File: config.mk
export PLATFORM = sky130hd
export DESIGN_NAME = pwm_peripheral_flat
export DESIGN_NICKNAME = d
export VERILOG_FILES = /design/src/rtl/pwm_pkg.sv /design/src/rtl/pwm_peripheral_if.sv /design/src/rtl/pwm_prescaler.sv /design/src/rtl/pwm_peripheral.sv /design/src/flat_wrapper.sv
export SDC_FILE = /design/constraint.sdc
export NUM_CORES = 1
export LEC_CHECK = 0
export ABC_CLOCK_PERIOD_IN_PS = 2150
export CAP_MARGIN = 40
export CORE_MARGIN = 5
export CORE_UTILIZATION = 43
export DETAILED_ROUTE_END_ITERATION = 8
export HOLD_SLACK_MARGIN = 0.06
export PLACE_DENSITY = 0.73
export SLEW_MARGIN = 40
export SYNTH_ARGS = -nofsm -noshare
export SYNTH_HDL_FRONTEND = slang
export SYNTH_HIERARCHICAL = 1
export SYNTH_SLANG_ARGS = --single-unit
File: constraint.sdc
create_clock -name clk -period 2.15 [get_ports clk]
set_clock_uncertainty 0.1 [all_clocks]
set_input_delay 0.3225 -clock clk [delete_from_list [all_inputs] [get_ports clk]]
set_output_delay 0.3225 -clock clk [all_outputs]
set_load 0.005 [all_outputs]
File: src/rtl/pwm_pkg.sv
// Shared constants and the per-channel output rule for the 16-channel PWM peripheral.
package pwm_pkg;

  localparam int NUM_CH = 16;
  localparam int CNT_W = 8;
  localparam logic [7:0] DUTY_FULL = 8'hFF;
  localparam logic [7:0] DUTY_ZERO = 8'h00;

  // A disabled channel is always low, even when it is in PWM mode.
  function automatic logic [NUM_CH-1:0] channel_drive(
    input logic [NUM_CH-1:0] en_out,
    input logic [NUM_CH-1:0] en_pwm,
    input logic level
  );
    return en_out & (~en_pwm | {NUM_CH{level}});
  endfunction

endpackage

File: src/rtl/pwm_peripheral_if.sv
// Register-side bundle feeding the PWM peripheral: enables and the shared duty value.
interface pwm_peripheral_if;
  import pwm_pkg::*;

  logic [7:0]       en_reg_out_7_0;
  logic [7:0]       en_reg_out_15_8;
  logic [7:0]       en_reg_pwm_7_0;
  logic [7:0]       en_reg_pwm_15_8;
  logic [CNT_W-1:0] pwm_duty_cycle;

  modport master (
    output en_reg_out_7_0,
    output en_reg_out_15_8,
    output en_reg_pwm_7_0,
    output en_reg_pwm_15_8,
    output pwm_duty_cycle
  );

  modport slave (
    input en_reg_out_7_0,
    input en_reg_out_15_8,
    input en_reg_pwm_7_0,
    input en_reg_pwm_15_8,
    input pwm_duty_cycle
  );

endinterface

File: src/rtl/pwm_prescaler.sv
// Free-running divider: counts 0..PRESCALE-1 and flags the last count as the PWM step tick.
module pwm_prescaler #(
  parameter int PRESCALE = 13
) (
  input  logic clk,
  input  logic rst,
  output logic tick
);

  // PRESCALE=1 keeps count pinned at zero, so tick is asserted every cycle.
  localparam logic [15:0] LAST = 16'(PRESCALE - 1);

  logic [15:0] count;

  always_ff @(posedge clk or posedge rst) begin
    if (rst) begin
      count <= '0;
    end else if (count == LAST) begin
      count <= '0;
    end else begin
      count <= count + 16'd1;
    end
  end

  assign tick = (count == LAST);

endmodule

File: src/rtl/pwm_peripheral.sv
// 16-channel PWM: one shared counter and duty, per-channel enable/mode, registered outputs.
module pwm_peripheral #(
  parameter int PRESCALE = 13,
  parameter int CNT_W    = 8
) (
  input  logic                    clk,
  input  logic                    rst,
  pwm_peripheral_if.slave         bus,
  output logic [15:0]             out,
  output logic                    period_start
);
  import pwm_pkg::*;

  localparam logic [CNT_W-1:0] CNT_MAX = {CNT_W{1'b1}};

  logic              tick;
  logic              period_end;
  logic              pwm_level;
  logic [CNT_W-1:0]  pwm_cnt;
  logic [CNT_W-1:0]  duty_shadow;
  logic [NUM_CH-1:0] en_out;
  logic [NUM_CH-1:0] en_pwm;

  pwm_prescaler #(
    .PRESCALE (PRESCALE)
  ) u_prescaler (
    .clk  (clk),
    .rst  (rst),
    .tick (tick)
  );

  assign en_out     = {bus.en_reg_out_15_8, bus.en_reg_out_7_0};
  assign en_pwm     = {bus.en_reg_pwm_15_8, bus.en_reg_pwm_7_0};
  assign period_end = tick && (pwm_cnt == CNT_MAX);

  always_ff @(posedge clk or posedge rst) begin
    if (rst) begin
      pwm_cnt <= '0;
    end else if (tick) begin
      pwm_cnt <= pwm_cnt + 1'b1;
    end
  end

  // Duty is only picked up on the wrap so a period never mixes two duty values.
  always_ff @(posedge clk or posedge rst) begin
    if (rst) begin
      duty_shadow  <= '0;
      period_start <= 1'b0;
    end else begin
      period_start <= period_end;
      if (period_end) begin
        duty_shadow <= bus.pwm_duty_cycle;
      end
    end
  end

  always_comb begin
    pwm_level = 1'b0;
    if (duty_shadow == DUTY_FULL) begin
      pwm_level = 1'b1;
    end else if (duty_shadow == DUTY_ZERO) begin
      pwm_level = 1'b0;
    end else begin
      pwm_level = (pwm_cnt < duty_shadow);
    end
  end

  always_ff @(posedge clk or posedge rst) begin
    if (rst) begin
      out <= '0;
    end else begin
      out <= channel_drive(en_out, en_pwm, pwm_level);
    end
  end

endmodule
File: src/flat_wrapper.sv
// flat-port wrapper written by rule: the top's interface ports become plain ports
module pwm_peripheral_flat import pwm_pkg::*;
#(
  parameter int PRESCALE = 13,
  parameter int CNT_W    = 8
)
  (clk, rst, out, period_start, bus_en_reg_out_7_0, bus_en_reg_out_15_8, bus_en_reg_pwm_7_0, bus_en_reg_pwm_15_8, bus_pwm_duty_cycle);
  pwm_peripheral_if bus_i ();
  input  logic clk;
  input  logic rst;
  output logic [15:0] out;
  output logic period_start;
  input wire logic [$bits(bus_i.en_reg_out_7_0)-1:0] bus_en_reg_out_7_0;
  input wire logic [$bits(bus_i.en_reg_out_15_8)-1:0] bus_en_reg_out_15_8;
  input wire logic [$bits(bus_i.en_reg_pwm_7_0)-1:0] bus_en_reg_pwm_7_0;
  input wire logic [$bits(bus_i.en_reg_pwm_15_8)-1:0] bus_en_reg_pwm_15_8;
  input wire logic [$bits(bus_i.pwm_duty_cycle)-1:0] bus_pwm_duty_cycle;
  assign bus_i.en_reg_out_7_0 = bus_en_reg_out_7_0;
  assign bus_i.en_reg_out_15_8 = bus_en_reg_out_15_8;
  assign bus_i.en_reg_pwm_7_0 = bus_en_reg_pwm_7_0;
  assign bus_i.en_reg_pwm_15_8 = bus_en_reg_pwm_15_8;
  assign bus_i.pwm_duty_cycle = bus_pwm_duty_cycle;
  pwm_peripheral #(.PRESCALE(PRESCALE), .CNT_W(CNT_W)) u_core (.clk(clk), .rst(rst), .bus(bus_i), .out(out), .period_start(period_start));
endmodule
# Word-level counts from Yosys, hierarchy flattened
# Cells that the tools add are included.
[totals]
register_bits = 49
output_inout_bits = 17
in_bits = 42
[op_classes]
addsub = 2
n_reduce_logical = 2
n_bitwise = 3
n_eq_ne = 3
magnitude_cmp = 1
muxes = 3
[op_table]
columns = ["cell", "count"]
rows = [
  ["16-bit by 1-bit adder with 16-bit output, second input constant", 1],
  ["16-bit bitwise AND", 1],
  ["16-bit by 4-bit == test with 1-bit output, second input constant", 1],
  ["8-bit == test, second input constant", 2],
  ["16-bit 2-to-1 mux", 1],
  ["16-bit inverter", 1],
  ["16-bit bitwise OR", 1],
  ["8-bit by 1-bit adder with 8-bit output, second input constant", 1],
  ["8-bit zero test", 1],
  ["8-bit < comparator", 1],
  ["1-bit 2-to-1 mux", 2],
  ["1-bit logical AND", 1],
]

# Logic depth before layout (Yosys ltp)
[logic_depth]
word_depth = 5
ltp_mapped = 9
ltp_nobuf = 8

# Modules after synthesis
# The synthesis kept the hierarchy.
[by_module_without_submodules]
columns = ["mod", "cells_each", "instances", "area_per_inst_um2", "seq_area_each_um2"]
rows = [
  ["pwm_peripheral", 126, 1, 1473.9, 825.8],
  ["pwm_prescaler", 71, 1, 778.2, 400.4],
]

# Worst setup path before layout
# Ideal clock, no wire load.
[synth_timing]
kind = "register to register"
from = "register u_core.u_prescaler.count[0]"
to = "register u_core.duty_shadow[0]"
path_buffers = 1
path_slack_ps = -2
stages_incl_launch_ff = 10
setup_ps = 125
t_arrival_ps = 1927
cell_sequence = "dfrtp_1 > inv_1 > ha_1 > nor3b_1 > and4_1 > buf_2 > and3_1 > nand2_1 > nor2_4 > mux2_2"
[synth_via]
elab_chain_cells = 2
[synth_lines]
columns = ["element", "line", "text"]
rows = [
  ["start, declared", "pwm_prescaler.sv:13", "logic [15:0] count;"],
  ["start signal, assigned", "pwm_prescaler.sv:21", "count <= count + 16'd1;"],
  ["16-bit by 4-bit == test with 1-bit output", "pwm_prescaler.sv:25", "assign tick = (count == LAST);"],
  ["named net u_core.tick", "pwm_peripheral.sv:16", "logic tick;"],
  ["1-bit logical AND", "pwm_peripheral.sv:34", "assign period_end = tick && (pwm_cnt == CNT_MAX);"],
  ["named net u_core.period_end", "pwm_peripheral.sv:17", "logic period_end;"],
  ["end signal, assigned", "pwm_peripheral.sv:52", "duty_shadow <= bus.pwm_duty_cycle;"],
  ["end, declared", "pwm_peripheral.sv:20", "logic [CNT_W-1:0] duty_shadow;"],
]
# The timed path passes the listed nets, and every way through them passes these cells.
# A chain may end at the register's enable or synchronous reset.

# Final worst setup path
[layout_timing]
from = "register u_core.u_prescaler.count[0]"
to = "register u_core.duty_shadow[5]"
[layout_via]
elab_chain_cells = 2
[layout_lines]
columns = ["element", "line"]
rows = [
  ["16-bit by 4-bit == test with 1-bit output", "pwm_prescaler.sv:25"],
  ["named net u_core.tick", "pwm_peripheral.sv:16"],
  ["1-bit logical AND", "pwm_peripheral.sv:34"],
]
# The timed path passes the listed nets, and every way through them passes these cells.

==> results.md <==
* Post-synth EDFFs at 0
* CTS Buffer Depth at 2
* Clk Latency, worst-skew pair at 0.30 ns
* Combinational family with the most area after synthesis: simple AND/OR/NAND/NOR gates
* Power per Cell Area at 510 nW/um^2
* Syn Std Cell Area at around 2300 um^2
* Starting Density at between 40 and 50%
* Core area at ~5100 um^2
* Unrepaired setup endpoints after global routing: no
* Placed Area at about 3000 um^2
* Num CTS Buffers at 5
* Run status: completed
* Comb pwr share at approximately 9.1%
* CTS clk-pin slew, worst paths at 0.09 ns
* Largest area contributor in the netlist: dfrtp_1
* Most instantiated cells after synthesis: dfrtp_1, inv_1, a31oi_1, xor2_1
* Reg power frac at about three fifths
* Main flop type after synthesis: dfrtp_1
* Synth Area in Compound Gates at 6.72%
* Share of cells above drive strength 1 at a little over an eighth
* Input/output buffers at 58
* Sw Ratio at around 21%
* Final core utilization at about three fifths
* Area grow syn2layout at 37.0%
* Largest net degree at the start of global routing at 31
* Top post-synthesis cells by area: dfrtp_1, ha_1, inv_1
* CP arrival at 2.15 ns
* Syn Area/Cell at 11.4 um^2
* #FFs+latches synth at slightly below 50
* Row count at 26
* Crit path time final at around 2.1 ns
* Crit Path Class: reg -> reg
* Required @ worst endpoint at ~2.2 ns
* Die area at around 6800 um^2
* Post-Synth Simple-Gate Area at 14.2%
* Crit-path cells: inv_1 -> ha_1 -> nor3b_1 -> and4_1 -> and3_4 -> nand2_2 -> nor2_2 -> mux2_2
* Worst r2r path cells at 8
* Slew headroom at about 58%
* Register area at 1230 um^2
* Worst setup EP type: flip-flop
* Top Ports at 59
* TritonCTS clock tree: done
* Hpwl dp at ~3500 um
* Crit start category: flip-flop
* Hold WC Path Type: in -> async
* Iter 0 DRT Violations at 49
* Initial antenna violation count at 0
* Placer Congestion at between 0.8 and 0.9
* Critical-path top delay cell: dfrtp_1
* Post-DR wirelength/cell at about 14 um
* Setup TNS at 0 ns
* Async SR Flop Fraction at between 90% and 100%
* Max-cap violations at 0
* First-pass GRT wire length at 7390 um
* Post-synthesis mux area share at 4.50%
* Post-Synth XOR/XNOR Area at around 8%
* Clock power share at a little under a third
* Synth Instances at around 200
* Vias per inst at ~5
* Ant diodes at 0
* Leakage at 1.41 nW
* Yosys top cell area share at 54.4%
* Final Hold Vio Count at 0
* Syn Nets at between 200 and 250
* Die Y at about 82 um
* H-tree depth at 2
* Least-Margin Pin Slew at about 0.63 ns
* DR pass1 iterations at 4
* Internal at 0.00125 W
* Synth warn at 6
* Vias in the first global route at around 1700
* Area share of fa/ha/maj cells after synthesis at under 10%
* P_sw at 0.000324 W
* Worst path max stage delay at between 0.3 and 0.4 ns
* Total track usage at 14.4%
* Maximum clock frequency at 484 MHz
* Post-route clock period utilization at 96.1%
* Peak supply drop at roughly 0.35 mV
* Clock sinks at 49
* Grt total ovfl at 0
* Pins Over Slew Limit at 0
* Post-synthesis cell type count at 31
* Final design instance area without fill at roughly 3100 um^2
* CP Max Fanout at 4
* Multi-input logic area at around 900 um^2
* Most frequent cell after synthesis: dfrtp_1
* Clk Tree Root Cell: clkbuf_8
* FILL cells at ~420
* Fin nets at about 330
* Total wire length at around 4600 um
* Via count at ~1700
* Residual DRC count at 0
* Die X at between 80 and 90 um
* Final setup fails at 0
* Post-synthesis sequential area ratio at roughly 54%
* Final ANT Viol Nets at 0
-- area by class of cell --
| cell class | count | share of cell area [%] |
|---|---|---|
| clock inverter | 1 | 0.162 |
| timing repair buffer | 72 | 22.2 |
| tap | 70 | 2.84 |
| sequential | 49 | 39.7 |
| inverter | 29 | 3.53 |
| multi-input combinational | 116 | 29.3 |
| clock buffer | 5 | 2.23 |
-- power groups by stage --
stage                     Clock, W  Sequential [W]  Combinational, W
final                     0.000491        0.000939          0.000143
after global routing      0.000549        0.000941          0.000156
after CTS                 0.000510        0.000939          0.000146
after detailed placement         0        0.000958          0.000145
after global placement           0        0.000957          0.000143
after floorplan                  0        0.000960         0.0000273
-- logic make-up (layout without fill, tap and decap cells) --
logic type                 after synthesis  in the layout
adders and majority gates               10             10
buffers and inverters                   33            107
AOI/OAI and AO/OA                       23             23
DFF                                     49             49
and+or+nand+nor                         52             53
muxes                                    9              9
xor gates and xnor gates                21             21
-- critical path, delay by kind of cell (launching register included) --
| kind | cells | cell delay [ns] |
|---|---|---|
| simple gates | 5 | 0.92 |
| flops | 1 | 0.39 |
| mux | 1 | 0.36 |
| fa+ha+maj | 1 | 0.13 |
| buf+inv | 1 | 0.06 |
-- state kept, by name, indices dropped and copies added (netlist names) --
| signal | flops |
|---|---|
| u_core/period_start | 1 |
| u_core/u_prescaler/count | 16 |
| u_core/duty_shadow | 8 |
| u_core/out | 16 |
| u_core/pwm_cnt | 8 |
-- routing by layer --
metal / up-vias / global-route usage [%] / share of wire [%]
li1: 832 / - / -
met1: 779 / 16.2 / 41
met2: 45 / 24.1 / 50
met3: 7 / 6.51 / 8.2
met4: 0 / 4.82 / 1.1
met5: - / 0 / 0
-- through the flow --
step,setup slack (ns),cells,hold WS [ns],power [W]
6_report,0.0831,342,0.139,0.00157
5_1_grt,0.00625,342,0.157,0.00165
4_1_cts,0.00542,340,0.134,0.00160
3_5_place_dp,0.0514,334,0.373,0.00110
3_3_place_gp,0.0736,334,0.371,0.00110
2_1_floorplan,0.00668,197,0.136,0.000988
-- placed cells by master (no fill, tap or decap) --
master and n:
clkdlybuf4s50_1 58, dfrtp_1 49, inv_1 29, a31oi_1 16, buf_4 14, xor2_1 12
nor4_1 10, ha_1 10, mux2_2 9, xnor2_1 9, nand4_1 8, nor2_1 8
nand2_1 8, clkbuf_8 5, nand3_1 4, and4_1 3, nor3b_1 2, o21ai_0 2
clkinv_2 1, nor2_2 1, and3_4 1, nand2_2 1, nor2_4 1, o21a_1 1
a21oi_1 1, a211o_1 1, o211ai_1 1, o211ai_4 1, or4_4 1, nand4_4 1
nand3_2 1, nor3_1 1, nor4bb_1 1, nor2b_1 1
-- final timing paths --
| check | start | to | slack [ns] |
|---|---|---|---|
| setup reg to reg | u_core/u_prescaler/count[0] | u_core/duty_shadow[5] | 0.08 |
| hold reg to reg | u_core/u_prescaler/count[15] | u_core/u_prescaler/count[15] | 0.39 |
| max in group asynchronous | rst | u_core/u_prescaler/count[9] | 1.20 |
| hold / removal | rst | u_core/out[5] | 0.14 |
| min in group clk | u_core/u_prescaler/count[15] | u_core/u_prescaler/count[15] | 0.39 |
| setup / recovery | u_core/u_prescaler/count[0] | u_core/duty_shadow[5] | 0.08 |
-- what timing repair did --
item | CTS | global route
hold buffers | 0 | 0
setup buffers | 0 | 1
resized for setup | 0 | 3
setup endpoints to repair | 0 | 24
endpoints found under the hold margin | 0 | 0
No activity file was read; power rests on OpenSTA's default activity.
